File: src/rtl/prescaled_counter_pkg.sv
// Shared constants for the prescaled counter slice: prescaler width,
// direction encoding and the terminal-count helper.
package counter_pkg;

    localparam int unsigned PRESCALE_W = 16;
    localparam logic        DIR_UP     = 1'b1;
    localparam logic        DIR_DOWN   = 1'b0;

    // Callers truncate the result to their own WIDTH.
    function automatic logic [31:0] max_count(input int unsigned modulo);
        return 32'(modulo - 1);
    endfunction

endpackage

File: src/rtl/prescaled_counter_tick_gen.sv
// Clock-enable prescaler: registered one-cycle tick every PRESCALE enabled
// clk cycles; clr restarts the period and suppresses the tick.
module tick_gen
    import counter_pkg::*;
#(
    parameter int unsigned PRESCALE = 16
) (
    input  logic clk,
    input  logic rst,
    input  logic en,
    input  logic clr,
    output logic tick
);

    localparam logic [PRESCALE_W-1:0] LAST = PRESCALE_W'(PRESCALE - 1);

    logic [PRESCALE_W-1:0] r_div_cnt;
    logic                  r_tick;

    always_ff @(posedge clk or posedge rst) begin
        if (rst) begin
            r_div_cnt <= '0;
            r_tick    <= 1'b0;
        end else if (clr) begin
            r_div_cnt <= '0;
            r_tick    <= 1'b0;
        end else if (en) begin
            if (r_div_cnt == LAST) begin
                r_div_cnt <= '0;
                r_tick    <= 1'b1;
            end else begin
                r_div_cnt <= r_div_cnt + PRESCALE_W'(1);
                r_tick    <= 1'b0;
            end
        end else begin
            r_tick <= 1'b0;
        end
    end

    assign tick = r_tick;

endmodule

File: src/rtl/prescaled_counter.sv
// Modulo-N up/down counter with clamped synchronous load, advanced by a
// single-domain prescaler tick. Define PRESCALED_COUNTER_SATURATE_EN to
// saturate at the limits instead of wrapping (wrap then flags overflow).
module prescaled_counter
    import counter_pkg::*;
#(
    parameter int unsigned WIDTH    = 4,
    parameter int unsigned PRESCALE = 16,
    parameter int unsigned MODULO   = 16
) (
    input  logic             clk,
    input  logic             rst,
    input  logic             en,
    input  logic             up_dn,
    input  logic             load,
    input  logic [WIDTH-1:0] load_val,
    output logic [WIDTH-1:0] q,
    output logic             tick,
    output logic             wrap
);

    localparam logic [WIDTH-1:0] MAX_Q = WIDTH'(max_count(MODULO));

`ifdef PRESCALED_COUNTER_SATURATE_EN
    localparam logic [WIDTH-1:0] UP_LIMIT_NEXT   = MAX_Q;
    localparam logic [WIDTH-1:0] DOWN_LIMIT_NEXT = '0;
`else
    localparam logic [WIDTH-1:0] UP_LIMIT_NEXT   = '0;
    localparam logic [WIDTH-1:0] DOWN_LIMIT_NEXT = MAX_Q;
`endif

    logic             w_tick;
    logic [WIDTH-1:0] w_load_q;
    logic [WIDTH-1:0] r_q;
    logic             r_wrap;

    tick_gen #(
        .PRESCALE (PRESCALE)
    ) u_tick_gen (
        .clk  (clk),
        .rst  (rst),
        .en   (en),
        .clr  (load),
        .tick (w_tick)
    );

    always_comb begin
        w_load_q = load_val;
        if (load_val > MAX_Q) w_load_q = MAX_Q;
    end

    // Load wins over a tick registered on the same edge; that tick is dropped.
    always_ff @(posedge clk or posedge rst) begin
        if (rst) begin
            r_q    <= '0;
            r_wrap <= 1'b0;
        end else if (load) begin
            r_q    <= w_load_q;
            r_wrap <= 1'b0;
        end else if (w_tick) begin
            if (up_dn == DIR_UP) begin
                if (r_q == MAX_Q) begin
                    r_q    <= UP_LIMIT_NEXT;
                    r_wrap <= 1'b1;
                end else begin
                    r_q    <= r_q + WIDTH'(1);
                    r_wrap <= 1'b0;
                end
            end else begin
                if (r_q == '0) begin
                    r_q    <= DOWN_LIMIT_NEXT;
                    r_wrap <= 1'b1;
                end else begin
                    r_q    <= r_q - WIDTH'(1);
                    r_wrap <= 1'b0;
                end
            end
        end else begin
            r_wrap <= 1'b0;
        end
    end

    assign q    = r_q;
    assign tick = w_tick;
    assign wrap = r_wrap;

endmodule

File: config.mk
export PLATFORM = sky130hd
export DESIGN_NAME = prescaled_counter
export DESIGN_NICKNAME = d
export VERILOG_FILES = /design/src/rtl/prescaled_counter_pkg.sv /design/src/rtl/prescaled_counter_tick_gen.sv /design/src/rtl/prescaled_counter.sv
export SDC_FILE = /design/constraint.sdc
export NUM_CORES = 1
export LEC_CHECK = 0
export ABC_AREA = 1
export CORE_UTILIZATION = 30
export DETAILED_ROUTE_END_ITERATION = 8
export SLEW_MARGIN = 30
export SYNTH_ARGS = -nofsm -noshare
export SYNTH_HDL_FRONTEND = slang
export SYNTH_SLANG_ARGS = --single-unit
File: constraint.sdc
create_clock -name clk -period 1.5 [get_ports clk]
set_input_delay 0.375 -clock clk [delete_from_list [all_inputs] [get_ports clk]]
set_output_delay 0.375 -clock clk [all_outputs]
set_load 0.01 [all_outputs]
==> results by group <==
STA
  • Final hold violations: 0
  • Period utilization: 0.939
  • Final WS setup: 0.0909 ns
  • Worst Skew: 0.00240 ns
  • Worst-margin pin slew: 0.339 ns
  • Period minus WS final: 1.41 ns
  • Max Freq: 710 MHz
  • Final setup fails: 0
  • Final setup TNS: 0 ns
  • Final slew viol count: 0
  • Worst slew margin: 0.773

Synth
  • Synth Warn #: 0
  • Synth Area per Inst: 6.90 um2
  • Synthesized Nets: 219
  • Syn Std Cell Area: 1430 um2
  • Sequential fraction of the synthesis area: 0.386
  • Yosys cell types: 23
  • Post-Syn Instances: 207
  • FF+latch count, synth: 22

Drt
  • Starting DRC count in detailed routing: 130
  • Vias per std cell: 4.86
  • Total Wirelength: 3610 um
  • Post-DRT Antenna Nets: 0
  • Post-route DRC: 4
  • Via Count: 1464
  • Pre-antenna DRT Iters: 8
  • WL per Instance: 12.0 um

CTS
  • CTS root buffer: clkbuf_8
  • H-Tree Depth: 1
  • Num CTS Buffers: 3
  • CTS tree: done
  • Clk slew on worst S/H paths: 0.08 ns
  • Clock Path Buffers: 2
  • Clock sink total: 22
  • Clk Latency, worst-skew pair: 0.26 ns

Flow run
  • MaxCap Viol Count: 0

Setup path
  • Critical path type: reg2reg
  • CP max stage cell: dfrtp_1
  • Buf+Inv Stages, Crit Path: 1
  • CP Capture Type: flip-flop
  • Required @ worst endpoint: 1.65 ns
  • Worst Path Max Fanout: 6
  • Worst Setup SP: u_tick_gen.r_div_cnt[1]
  • RR Startpoint: u_tick_gen.r_div_cnt[1]
  • CP startpoint kind: flip-flop
  • CP cell instances: buf_4 > nand3_1 > nor2_2 > nand4_1 > o21ai_1 > nor2_1
  • Max stage delay on crit path: 0.40 ns
  • FF-to-FF setup slack: 0.09 ns
  • Critical Path AT: 1.56 ns
  • Delay-heaviest family, CP: simple AND/OR/NAND/NOR gates

Die
  • Core area: 4470 um2
  • IO Pins: 15
  • Initial core utilization: 0.319
  • Die X: 71.0 um
  • Die Area: 5040 um2
  • Rows: 24
  • Chip Height: 71.0 um

Cells and area
  • Nets: 262
  • Post-route design area: 1920 um2
  • Layout cells sized above 1: 0.185
  • Area Overhead vs Synth: 34.2%
  • Filler instances: 471
  • Diode count: 0
  • Final core utilization: 0.428

Global routing
  • First-pass GRT wire length: 5860 um
  • Pin count of the biggest net entering global routing: 23
  • Vias in the first global route: 1250
  • GRT Total Usage: 0.149
  • Total grt overflow: 0
  • Initial antenna violation count: 0

Placement
  • Placer Congestion: 0.884
  • Post-placement setup slack: -0.197 ns
  • Final HPWL from detailed placement: 2720 um
  • IO buf count: 14
  • Area after DPL: 1780 um2

Pwr
  • Pleak: 0.944 nW
  • Total power: 0.00141 W
  • Peak VDD IR: 0.509 mV
  • Power Dens Cells: 735 nW/um2

Run status
  • Status: finished, violations left
  • Failing checks: DRC

Worst hold path
  • Path category of the worst min-delay check: in2async
[Yosys cell counts]
cell type | number | area [um2]
o22ai_1 | 1 | 6.26
nor2_4 | 1 | 11.3
o21bai_1 | 2 | 15.0
o21ai_1 | 1 | 5.00
o211ai_1 | 1 | 7.51
ha_1 | 3 | 37.5
nand2_2 | 2 | 12.5
nand3_1 | 16 | 80.1
nor2_1 | 40 | 150
inv_2 | 2 | 7.51
nor2_2 | 5 | 31.3
o21ai_0 | 4 | 20.0
nor3_1 | 3 | 15.0
inv_1 | 23 | 86.3
buf_6 | 1 | 11.3
xnor2_1 | 1 | 8.76
o21ai_4 | 1 | 16.3
o41ai_1 | 1 | 8.76
xor2_1 | 5 | 43.8
nand4_1 | 10 | 62.6
nand2_1 | 60 | 225
dfrtp_1 | 22 | 551
a22oi_1 | 2 | 15.0
[kinds of logic after synthesis]
logic type               Yosys count  synth area share
adder cells (fa/ha/maj)            3            0.0263
buffers and inverters             26            0.0736
AO/OA/AOI/OAI                     13            0.0657
AND/OR/NAND/NOR                  137             0.412
XOR/XNOR                           6            0.0368
flip-flops                        22             0.386
[routing by layer]
layer | routed length [um] | track usage | vias to the layer above
li1 | - | - | 743
met3 | 180 | 0.0328 | 2
met4 | 27 | 0.0400 | 0
met1 | 1750 | 0.218 | 688
met5 | 0 | 0 | -
met2 | 1660 | 0.220 | 31
[layout make-up]
type,instances,area [um2],share of cell area
Inverter,25,93.8,0.0490
Tap cell,52,65.1,0.0340
Timing Repair Buffer,38,317,0.165
Clock inverter,1,30.0,0.0157
Multi-Input combinational cell,160,817,0.427
Clock buffer,3,41.3,0.0216
Sequential cell,22,552,0.288
[power breakdown]
group	internal, W	total, W	switching (W)
sequential	0.000608	0.000620	0.0000113
clock	0.000357	0.000559	0.000203
combinational	0.000106	0.000229	0.000123
total	0.00107	0.00141	0.000337
[worst paths after layout]
check                                                 to  cells past startpoint
min in group clk                u_tick_gen.r_div_cnt[15]                      2
max in group asynchronous                           q[1]                      3
worst min register to register  u_tick_gen.r_div_cnt[15]                      2
worst min-delay path             u_tick_gen.r_div_cnt[6]                      3
worst max register to register  u_tick_gen.r_div_cnt[11]                      6
worst max-delay path            u_tick_gen.r_div_cnt[11]                      6
[through the flow]
step	hold WS (ns)	cells
2_1_floorplan	0.364	207
5_1_grt	0.474	301
3_5_place_dp	0.500	293
4_1_cts	0.442	298
3_3_place_gp	0.492	293
6_report	0.437	301
[registers in the layout (all words and copies together), names as in the netlist]
signal	cells
u_tick_gen.r_div_cnt	16
q	4
u_tick_gen.tick	1
wrap	1
[placed cells by master, fill, tap and decap left out, drive strengths merged]
cell and instances:
o22ai 1, buf 24, xnor2 1, dlygate4sd2 5, dfrtp 22, dlymetal6s2s 1, nor3 3, nor2 46
bufinv 1, o21bai 2, nand3 16, nand4 10, o211ai 1, o41ai 1, xor2 5, nand2 62
clkbuf 3, ha 3, a22oi 2, clkdlybuf4s50 8, inv 25, o21ai 7
[worst min-delay path, cell delays in order]
cell and delay (ns):
clkdlybuf4s50_1 0.39, inv_1 0.05, buf_4 0.28
[repair_timing]
action / 4_1_cts / 5_1_grt
pin swaps: 0 / 4
hold buffers: 0 / 0
cloned: 0 / 1
setup endpoints to repair: 5 / 14
resized for setup: 6 / 9
setup buffers: 1 / 2
Note: power is estimated with default switching activity, not from simulation.
